## src/rtl/alu_mul_seq.sv

```systemverilog
// rtl/alu_mul_seq.sv - iterative shift-add multiplier using an external ALU as its adder
module alu_mul_seq #(
    parameter int         WORD_W     = 32,
    parameter logic [3:0] ALU_ADD_OP = 4'b0010,
    parameter int         EARLY_EXIT = 1
) (
    input  logic              CLK,
    input  logic              nRST,
    input  logic              req_valid,
    output logic              req_ready,
    input  logic [WORD_W-1:0] req_a,
    input  logic [WORD_W-1:0] req_b,
    output logic              resp_valid,
    input  logic              resp_ready,
    output logic [WORD_W-1:0] resp_prod,
    output logic              resp_zero,
    output logic              busy,
    output logic [3:0]        alu_op,
    output logic [WORD_W-1:0] alu_a,
    output logic [WORD_W-1:0] alu_b,
    input  logic [WORD_W-1:0] alu_out
);

    // One extra bit so the counter can reach WORD_W after the last RUN step.
    localparam int CNT_W = $clog2(WORD_W) + 1;

    typedef enum logic [1:0] {
        S_IDLE = 2'd0,
        S_RUN  = 2'd1,
        S_DONE = 2'd2
    } state_t;

    state_t             r_state;
    state_t             w_next_state;
    logic [WORD_W-1:0]  r_acc;
    logic [WORD_W-1:0]  r_mcand;
    logic [WORD_W-1:0]  r_mplier;
    logic [CNT_W-1:0]   r_cnt;
    logic               w_last_iter;

    // Last iteration: all WORD_W bits consumed, or no set multiplier bits remain above bit 0.
    assign w_last_iter = (r_cnt == CNT_W'(WORD_W - 1)) ||
                         ((EARLY_EXIT != 0) && ((r_mplier >> 1) == '0));

    // State register; reset abandons any in-flight operation.
    always_ff @(posedge CLK) begin
        if (!nRST) begin
            r_state <= S_IDLE;
        end else begin
            r_state <= w_next_state;
        end
    end

    // Next-state selection.
    always_comb begin
        w_next_state = r_state;
        case (r_state)
            S_IDLE:  if (req_valid)   w_next_state = S_RUN;
            S_RUN:   if (w_last_iter) w_next_state = S_DONE;
            S_DONE:  if (resp_ready)  w_next_state = S_IDLE;
            default: w_next_state = S_IDLE;
        endcase
    end

    // Datapath: load operands on accept, then one multiplier bit per RUN cycle.
    always_ff @(posedge CLK) begin
        if (!nRST) begin
            r_acc    <= '0;
            r_mcand  <= '0;
            r_mplier <= '0;
            r_cnt    <= '0;
        end else begin
            case (r_state)
                S_IDLE: begin
                    if (req_valid) begin
                        r_acc    <= '0;
                        r_mcand  <= req_a;
                        r_mplier <= req_b;
                        r_cnt    <= '0;
                    end
                end
                S_RUN: begin
                    if (r_mplier[0]) begin
                        r_acc <= alu_out;
                    end
                    r_mcand  <= r_mcand << 1;
                    r_mplier <= r_mplier >> 1;
                    r_cnt    <= r_cnt + CNT_W'(1);
                end
                default: begin
                end
            endcase
        end
    end

    // Outputs depend only on registers, so the ALU loop has no combinational path from inputs.
    always_comb begin
        req_ready  = (r_state == S_IDLE);
        resp_valid = (r_state == S_DONE);
        busy       = (r_state != S_IDLE);
        resp_prod  = r_acc;
        resp_zero  = (r_acc == '0);
        alu_op     = ALU_ADD_OP;
        alu_a      = r_acc;
        alu_b      = r_mcand;
    end

endmodule
```

## config.mk

```make
export PLATFORM = sky130hd
export DESIGN_NAME = alu_mul_seq
export DESIGN_NICKNAME = d
export VERILOG_FILES = /design/src/rtl/alu_mul_seq.sv
export SDC_FILE = /design/constraint.sdc
export NUM_CORES = 1
export LEC_CHECK = 0
export ABC_CLOCK_PERIOD_IN_PS = 2300
export CORE_AREA = 2 2 101 103
export CTS_BUF_LIST = sky130_fd_sc_hd__clkbuf_4 sky130_fd_sc_hd__clkbuf_8
export DETAILED_ROUTE_END_ITERATION = 10
export DIE_AREA = 0 0 103 105
export HOLD_SLACK_MARGIN = 0.03
export PLACE_DENSITY = 0.87
export SYNTH_ARGS = -nofsm -noshare
export SYNTH_HDL_FRONTEND = slang
export SYNTH_SLANG_ARGS = --single-unit
```

## constraint.sdc

```tcl
create_clock -name CLK -period 2.3 [get_ports CLK]
set_clock_uncertainty 0.05 [all_clocks]
set_input_delay 0.46 -clock CLK [delete_from_list [all_inputs] [get_ports CLK]]
set_output_delay 0.46 -clock CLK [all_outputs]
set_load 0.05 [all_outputs]
```

## Yosys cells after proc, flatten, opt, wreduce, memory -nomap -nowiden

Index checks and enable logic that the tools add are counted.

| cells by class | value |
|---|---|
| $add $sub $neg | 1 |
| equality and inequality tests | 7 |
| mux-type cells | 13 |
| reduce and logical (&&, ||, !) cells | 9 |

Operator list:

| kind | count |
|---|---|
| case mux 32 bit (2 select lines) | 3 |
| 2-to-1 mux 32 bit | 4 |
| logical NOT 32 bit | 2 |
| case mux 6 bit (2 select lines) | 1 |
| adder 6 x 1 -> 6 bit (second input constant) | 1 |
| equality test 6 x 5 -> 1 bit (second input constant) | 1 |
| 2-to-1 mux 2 bit | 3 |
| 2-to-1 mux 6 bit | 1 |
| != test 2 bit (second input constant) | 3 |
| case mux 2 bit (3 select lines) | 1 |
| AND reduction 3 bit | 2 |
| nonzero test 2 bit | 2 |
| equality test 2 x 1 -> 1 bit (second input constant) | 1 |
| equality test 2 bit (second input constant) | 1 |
| logical NOT 2 bit | 1 |
| != test 2 x 1 -> 1 bit (second input constant) | 1 |
| AND reduction 2 bit | 1 |
| logical OR 1 bit | 1 |

| word-level totals | value |
|---|---|
| bits in registers | 104 |
| input bits | 100 |
| output and inout bits | 104 |
| logic and storage cells | 35 |

## Longest topological paths before layout

Gate-level depths: netlist of the first run.

| logic depth | value |
|---|---|
| depth in word-level cells | 4 |
| depth in mapped cells | 7 |
| gate-level depth less buffers | 5 |

## Least setup slack after synthesis of the first run

No wires, ideal clock.

| timing path | value |
|---|---|
| path kind | reg-to-output |
| start | register r_acc[24], in the netlist alu_a[24] |
| end | output resp_zero |
| arrival | 1.582 ns |
| data required time | 1.790 ns |
| slack | 0.208 ns |
| cell stages (with the launch flop) | 4 |
| buffers on the path | 0 |
| cells stage by stage | dfxtp_1 -> nor4_1 -> nand4_1 -> nor2_1 |

| between the ends | value |
|---|---|
| longest elaborated chain between the ends | 1 |

Ends and longest elaborated chain:

| item | RTL line | RTL |
|---|---|---|
| start: declaration | 35 | `logic [WORD_W-1:0] r_acc;` |
| start signal: assignment | 84 | `r_acc <= alu_out;` |
| logical NOT 32 bit | 102 | `resp_zero = (r_acc == '0);` |
| end: declaration | 16 | `output logic resp_zero,` |

No other way between the ends.

## Worst setup path in the final report of the first run

| timing path | value |
|---|---|
| start | register r_acc[0], in the netlist alu_a[0] |
| end | output resp_zero |

The elaborated chain is that of the path after synthesis.

==> impl_metrics.toml, run 1 <==
[detailed_routing]
drt_pass1_iterations = 5
vias = 4281
drt_iter0_drc = 260
ant_nets = 0
drt_wl_total_um = 12700
avgViaCountPerCell = 5.46
wl_per_cell_um = 16.2
route.detailed.drc = 0

[worst_setup_path]
arrival_ns = 1.70
cp_num_buf_inv = 1
max_stage_delay_ns = 0.38
path_class = "reg -> out"
end_kind = "output port"
slowest_stage = "dfxtp_1"
worstPathMaxFanout = 4
required_ns = 1.79
critPathTopFamily = "simple AND/OR/NAND/NOR gates"
path_cells = "nor4_1 > nand4_1 > nor2_1 > buf_12"
startpoint_type = "flip-flop"

[final_layout]
fin_cells = 784
drive_gt1_frac = 0.0614
num_antenna_cells = 0
nets = 747
area_delta_synth_final_pct = 46.2

[job]
max-cap-violations = 0

[logic_synthesis]
yosys_most_used_dff = "dfxtp_1"
yosysTopAreaCellShare = 0.478
ys_async_sr_fraction = 0
synth.distinct_cells = 37
synthCells = 501
yosys_warnings = 0
synthesis.area_um2 = 4350
avgSynthCellArea_um2 = 8.69
yosys.area.top_type = "dfxtp_1"
synth_edf_count = 0
ys_seq_area_frac = 0.478
ys_ff_latch = 104
synth.area.top_cells = "dfxtp_1, nor2_1, o221ai_1"

[global_routing]
first_global_vias = 4090
grt_pass1_wl_um = 19900
grt_max_degree = 63
grt_antenna_before_repair = 0
grt.total_usage = 0.227
grt_overflow = 0

[timing]
slew_headroom = 0.523
period_minus_slack_ns = 2.21
finalHoldViolCount = 0
clock.fmax_mhz = 452
finalSetupViolCount = 0
worst_pin_slew_ns = 0.714
min_period_over_period = 0.963
rsz0062_at_grt = "no"
totalNegativeSetupSlack_ns = 0
slew_viol_final = 0

[floorplan]
initial_core_util = 0.452
die_area_um2 = 10800
die_w_um = 103
core-area_um2 = 9640
num_rows = 36
ios = 204
die_y_um = 105

[clock_network]
cts_setup_buffers = 0
clkTransAtPathRegs_ns = 0.10
ctsResizeCount = 1
cts_buffers = 9
clkLatencyLatePin_ns = 0.35
clkSinkCount = 104
root_buffer = "clkbuf_8"
clockBufferDepth = 2
cts_tree = "yes"
hold_buffers = 0
h-tree-depth = 3

[power_and_ir_drop]
leakage_nw = 2.37
vdd_ir_drop_max_uv = 444
power_density_nw_per_um2 = 718

[place]
port_buffers = 199
place_congestion = 0.819
dp_hpwl_um = 9280
dp.cells = 768

[status]
outcome = "complete, no violations"

[worst_hold_path]
hold_path_class = "reg -> reg"
[state kept, by name, indices dropped and copies added (netlist names)]
| signal | count |
|---|---|
| r_cnt | 6 |
| r_mplier | 32 |
| r_state | 2 |
| alu_a | 32 |
| alu_b | 32 |
[metal layers]
metal,up-vias,GRT usage,wire [µm]
met5,-,0,0
met4,0,0.0686,210
met3,17,0.0288,649
met2,150,0.410,6680
met1,2063,0.275,5190
li1,2051,-,-
[cells in the mapped netlist (2+ instances only)]
library cell and n:
nor2_1 161, dfxtp_1 104, o221ai_1 62, buf_4 40, a22oi_1 32, clkbuf_1 21, nor4_1 15, nand2_1 7
buf_2 6, a21oi_1 5, buf_1 5, nand3_1 5, buf_6 4, nand4_1 4, o21ai_0 3, conb_1 2
inv_1 2, nand2b_1 2, nor3_1 2, nor3b_1 2
[stage by stage]
step           power [W]  setup WS, ns  instance area (µm²)  utilization  hold WS, ns
2_1_floorplan    0.00294         0.208                 4360            -        0.382
3_3_place_gp     0.00340         0.151                 6140        0.637        0.403
3_5_place_dp     0.00344        0.0656                 6140        0.637        0.424
4_1_cts          0.00459         0.112                 6350        0.659        0.438
5_1_grt          0.00477       0.00629                 6360        0.660        0.477
6_report         0.00457        0.0854                 6360        0.660        0.439
[cell type report]
type | count | area (µm²)
Fill cell | 786 | 3280
Timing Repair Buffer | 208 | 2080
Sequential cell | 104 | 2080
Multi-Input combinational cell | 320 | 1810
Tap cell | 133 | 166
Clock buffer | 12 | 159
Clock inverter | 4 | 52.6
Inverter | 3 | 11.3
[tightest hold or removal path: stages, from the launching register on]
cell and delay, ns:
dfxtp_1 0.34, nand2_1 0.06, a21oi_1 0.05
[kinds of logic after synthesis]
family | share of synthesized area
fa+ha+maj | 0.00287
buf+inv | 0.111
compound gates | 0.204
other cells | 0.00173
mux | 0.00259
simple gates | 0.200
flops | 0.478
[power by group]
group	switching (W)	total, W	internal, W
Combinational	0.000783	0.00131	0.000528
Clock	0.000592	0.00117	0.000578
Sequential	0.000132	0.00208	0.00195
Total	0.00151	0.00457	0.00306
[worst paths after layout]
kind / start / end / slack [ns] / cells after the start
worst min register to register: r_cnt[2] / r_cnt[2] / 0.44 / 2
worst max-delay path: alu_a[0] / resp_zero / 0.09 / 4
worst min-delay path: r_cnt[2] / r_cnt[2] / 0.44 / 2
worst max register to register: r_state[1] / alu_a[27] / 0.58 / 4
[placed cells by master (no fill, tap or decap), drive strengths merged]
master	synthesis	routed
o311a	1	1
dfxtp	104	104
nand3b	1	1
nor3b	2	2
inv	3	3
nand2b	2	2
a21oi	6	6
nand4	4	4
conb	2	4
a21bo	1	1
nand2	8	8
or4	1	1
clkbuf	21	12
and3b	1	1
nor2	162	162
nor4	15	15
o311ai	1	1
clkinv	0	3
a31oi	1	1
o32ai	1	1
o21ai	3	3
nor3	2	2
o21ba	1	1
mux2	1	1
buf	55	13
or2	1	1
a22oi	32	32
nor2b	1	1
ha	1	1
bufinv	0	1
clkdlybuf4s50	0	194
o221ai	62	62
nand3	5	5
dlygate4sd2	0	1
Power figures use the tool's default switching activity.
==> run 2, diff against run 1 <==
Settings changed: SETUP_SLACK_MARGIN set to 0.2.
==> impl_metrics.toml, run 2 (synthesized netlist as in run 1, its figures left out) <==
[status]
outcome = "complete, no violations"

[global_routing]
first_global_vias = 4109
grt_overflow = 0
grt_antenna_before_repair = 0
grtUsageMet3 = 0.0261
grtUsageMet1 = 0.276
grt_pass1_wl_um = 20000
grt.total_usage = 0.228
grt_max_degree = 63
top_usage_layer = "met2"
use_met2 = 0.410

[worst_hold_path]
hold_path_class = "reg -> reg"
min_to = "r_cnt[2]"
holdPathStages = 2
min_from = "r_cnt[2]"

[clock_network]
clkLatencyLatePin_ns = 0.35
root_buffer = "clkbuf_8"
clkTransAtPathRegs_ns = 0.10
h-tree-depth = 3
clockBufferDepth = 2
clkSinkCount = 104
cts_setup_buffers = 0
cts_tree = "yes"
cts_buffers = 9

[place]
pre_cts_slack_ns = 0.0656
port_buffers = 199
dp.cells = 768
place_congestion = 0.819
dp_hpwl_um = 9280

[detailed_routing]
wl_per_cell_um = 16.6
drt_wl_total_um = 13000
route.detailed.drc = 0
avgViaCountPerCell = 5.48
drt_iter0_drc = 229
vias = 4300
ant_nets = 0
drt_pass1_iterations = 4

[worst_setup_path]
path_class = "reg -> out"
crit_start = "alu_a[0]"
required_ns = 1.79
rr_endpoint = "alu_a[27]"
worstPathMaxFanout = 4
end_kind = "output port"
reg2reg_from = "r_state[1]"
arrival_ns = 1.59
r2r_cells = 4
startpoint_type = "flip-flop"
r2r_slack_ns = 0.58

[final_layout]
final_common_cell = "nor2_1"
area_delta_synth_final_pct = 47.1
layout_common_cells = "nor2_1, clkdlybuf4s50_1, dfxtp_1"
num_antenna_cells = 0
drive_gt1_frac = 0.0661
n_fill_cell = 794
post-route-util = 0.664
fin_cells = 784
nets = 747

[timing]
rsz0062_at_grt = "yes"
min_period_over_period = 0.913
period_minus_slack_ns = 2.10
finalHoldViolCount = 0
slew_viol_final = 0
clock.fmax_mhz = 476
worst_pin_slew_ns = 0.718
slew_headroom = 0.520
finalSetupViolCount = 0
holdWs_ns = 0.440
fin_ws_ns = 0.199
totalNegativeSetupSlack_ns = 0

[floorplan]
die_w_um = 103
initial_core_util = 0.452
ios = 204
die_area_um2 = 10800
core-area_um2 = 9640
num_rows = 36
die_y_um = 105

[power_and_ir_drop]
leakage_nw = 3.11
power_density_nw_per_um2 = 711
vdd_ir_drop_max_uv = 441

[job]
max-cap-violations = 0
-- run 2: cell types whose count changed in the layout (fill, tap and decap cells not counted) --
cell	before	now
dlygate4sd2_1	1	45
dlymetal6s2s_1	0	32
nor4_1	13	12
nor2_1	161	160
nor2_2	0	1
nor4_4	0	1
clkbuf_2	0	1
clkdlybuf4s50_1	194	117
-- run 2: worst max path at each step --
stage / cells past startpoint / end / slack [ns]
after floorplan: 3 / resp_zero / 0.21
after global placement: 6 / alu_a[3] / 0.15
after detailed placement: 6 / alu_a[27] / 0.07
after CTS: 1 / alu_a[10] / 0.18
after global routing: 4 / resp_zero / 0.14
final: 4 / resp_zero / 0.20
-- run 2: metal layers --
metal / vias to the layer above / wire length [µm]
li1: 2047 / -
met4: 0 / 272
met3: 21 / 720
met5: - / 0
met2: 174 / 6730
met1: 2058 / 5250
-- run 2: cell type report --
| class | count | area, µm² | share of cell area |
|---|---|---|---|
| inverter | 3 | 11.3 | 0.00176 |
| multi-input combinational | 320 | 1830 | 0.285 |
| clock buffer | 12 | 159 | 0.0248 |
| tap | 133 | 166 | 0.0260 |
| timing repair buffer | 208 | 2100 | 0.329 |
| clock inverter | 4 | 52.6 | 0.00821 |
| sequential | 104 | 2080 | 0.325 |
-- run 2: per-stage QoR --
| stage | power [W] | cell area, µm² |
|---|---|---|
| after global routing | 0.00476 | 6400 |
| after global placement | 0.00340 | 6140 |
| after floorplan | 0.00294 | 4360 |
| final | 0.00455 | 6400 |
| after CTS | 0.00458 | 6320 |
| after detailed placement | 0.00344 | 6140 |
-- run 2: worst max-delay path, stage by stage (launching register included) --
cell	delay (ns)
dfxtp_1	0.38
nor4_2	0.33
nand4_1	0.19
nor2_2	0.18
buf_12	0.15
-- run 2: what timing repair did --
action                                  4_1_cts  5_1_grt
pin swaps                                     0        0
hold buffers                                  0        0
gates resized for setup                      50       35
endpoints found under the setup margin       50       35
-- run 2: where the power goes --
| part | switching [W] | internal [W] |
|---|---|---|
| registers | 0.000131 | 0.00195 |
| clock network | 0.000589 | 0.000578 |
| logic | 0.000788 | 0.000512 |
| total | 0.00151 | 0.00304 |
==> run 3, diff against run 2 <==
Settings changed: ABC_AREA set to 1, CORE_AREA 2 2 101 103 to 2 2 118 91, CTS_CLUSTER_DIAMETER set to 80, DIE_AREA 0 0 103 105 to 0 0 120 93.
==> impl_metrics.toml, run 3 <==
[power_and_ir_drop]
leakage_nw = 3.10
vdd_ir_drop_max_uv = 376
total_power_w = 0.00517
power_density_nw_per_um2 = 777

[logic_synthesis]
yosys.area.top_type = "dfxtp_1"
synthesis.area_um2 = 4630
yosysTopAreaCellShare = 0.449
synth_common_cells = "dfxtp_1, a21oi_1, nand3_1"
synth.area.top_cells = "dfxtp_1, o221ai_1, a21oi_1"
synth_edf_count = 0
synth.distinct_cells = 26
yosys_warnings = 0
yosys_most_used_dff = "dfxtp_1"
ys_ff_latch = 104
ys_async_sr_fraction = 0
ys_seq_area_frac = 0.449
synthCells = 567
synth_most_common_cell = "dfxtp_1"
avgSynthCellArea_um2 = 8.17

[worst_setup_path]
max_stage_delay_ns = 0.35
arrival_ns = 1.56
worstPathMaxFanout = 4
path_cells = "nor4_2 > nand4_1 > nor2_2 > buf_12"
end_kind = "output port"
startpoint_type = "flip-flop"
required_ns = 1.79
path_class = "reg -> out"
slowest_stage = "dfxtp_1"

[floorplan]
die_y_um = 93
ios = 204
die_area_um2 = 11200
core-area_um2 = 10000
die_w_um = 120
initial_core_util = 0.461
num_rows = 32

[detailed_routing]
dr_wl_met2_um = 6560
drt_pass1_iterations = 5
top_layer = "met4"
ant_nets = 0
avgViaCountPerCell = 5.48
dr_wl_met3_um = 938
drt_wl_total_um = 13100
wl_per_cell_um = 15.4
wl_met1_um = 5400
drt_iter0_drc = 348
route.detailed.drc = 0
vias = 4654

[clock_network]
cts_tree = "yes"
clockBufferDepth = 2
cts_buffers = 9
h-tree-depth = 3
clkSinkCount = 104
clkLatencyLatePin_ns = 0.36
clkTransAtPathRegs_ns = 0.09
cts_setup_buffers = 0
root_buffer = "clkbuf_8"

[status]
outcome = "complete, no violations"

[final_layout]
layout_common_cells = "clkdlybuf4s50_1, dfxtp_1, a21oi_1"
nets = 810
n_fill_cell = 820
seq_area_um2 = 2080
multi_input_area_um2 = 1840
area_delta_synth_final_pct = 43.5
final_common_cell = "clkdlybuf4s50_1"
drive_gt1_frac = 0.0631
num_antenna_cells = 0

[timing]
min_period_over_period = 0.899
slew_viol_final = 0
totalNegativeSetupSlack_ns = 0
period_minus_slack_ns = 2.07
clock.fmax_mhz = 483
slew_headroom = 0.590
finalHoldViolCount = 0
worst_pin_slew_ns = 0.614
rsz0062_at_grt = "yes"
finalSetupViolCount = 0

[global_routing]
grt_max_degree = 47
grt.total_usage = 0.226
grt_pass1_wl_um = 20900
grt_antenna_before_repair = 0
grt_overflow = 0
first_global_vias = 4385

[place]
place_congestion = 0.801
dp_hpwl_um = 9460
port_buffers = 199

[job]
max-cap-violations = 0

[worst_hold_path]
hold_path_class = "in -> reg"
[run 3: cell types whose count changed after synthesis, sizes merged, moves of 2 or more]
cell	change
a21oi	+96
a22oi	-32
buf	+11
clkbuf	-5
inv	+66
nand2	+22
nand2b	-2
nand3	+62
nor2	-134
nor3b	-2
nor4	-7
o21ai	+2
[run 3: kinds of logic after synthesis]
kind of cell    count (synthesis)  share of synthesized area
flops                         104                      0.449
other cells                     2                    0.00162
compound gates                171                      0.239
buf+inv                       151                      0.168
fa+ha+maj                       1                    0.00270
simple gates                  138                      0.140
[run 3: metrics by stage]
stage               utilization  setup WS, ns  area (µm²)  std cells  hold WS (ns)
finish                    0.662         0.231        6650        849         0.378
global placement          0.639         0.355        6430        834         0.381
detailed placement        0.639         0.301        6430        834         0.391
floorplan                     -         0.207        4640        569         0.387
global route              0.662         0.163        6650        849         0.386
CTS                       0.653         0.187        6570        849         0.355
[run 3: metal layers]
metal / GRT usage / vias to the layer above
li1: - / 2232
met1: 0.289 / 2213
met2: 0.389 / 191
met3: 0.0445 / 18
met4: 0.0676 / 0
met5: 0 / -
[run 3: cell type report]
| cell class | instances | area share |
|---|---|---|
| Clock buffer | 12 | 0.0230 |
| Sequential cell | 104 | 0.313 |
| Multi-Input combinational cell | 314 | 0.276 |
| Timing Repair Buffer | 211 | 0.317 |
| Clock inverter | 3 | 0.00640 |
| Tap cell | 136 | 0.0256 |
| Inverter | 69 | 0.0390 |
[run 3: worst max-delay path: cells and delay by family (launching register included)]
kind                   cells  cell delay [ns]
and+or+nand+nor            3             0.69
buffers and inverters      1             0.15
DFF                        1             0.35
[run 3: timing repair]
item,in CTS,in global routing
resized for setup,68,28
hold buffers,0,0
setup endpoints to repair,70,26
pin swaps,3,1
[run 3: worst paths after layout]
kind              startpoint         to  slack, ns  cells past startpoint
setup / recovery   alu_a[12]  resp_zero       0.23                      4
hold / removal          nRST   r_cnt[5]       0.38                      3
setup reg to reg  r_state[0]   alu_a[5]       0.61                      6
hold reg to reg    alu_b[31]  alu_b[31]       0.41                      2
[run 3: report_power, final]
group | switching (W) | total, W | internal [W]
logic | 0.00116 | 0.00181 | 0.000657
registers | 0.000194 | 0.00221 | 0.00202
clock network | 0.000590 | 0.00114 | 0.000551
total | 0.00194 | 0.00517 | 0.00323
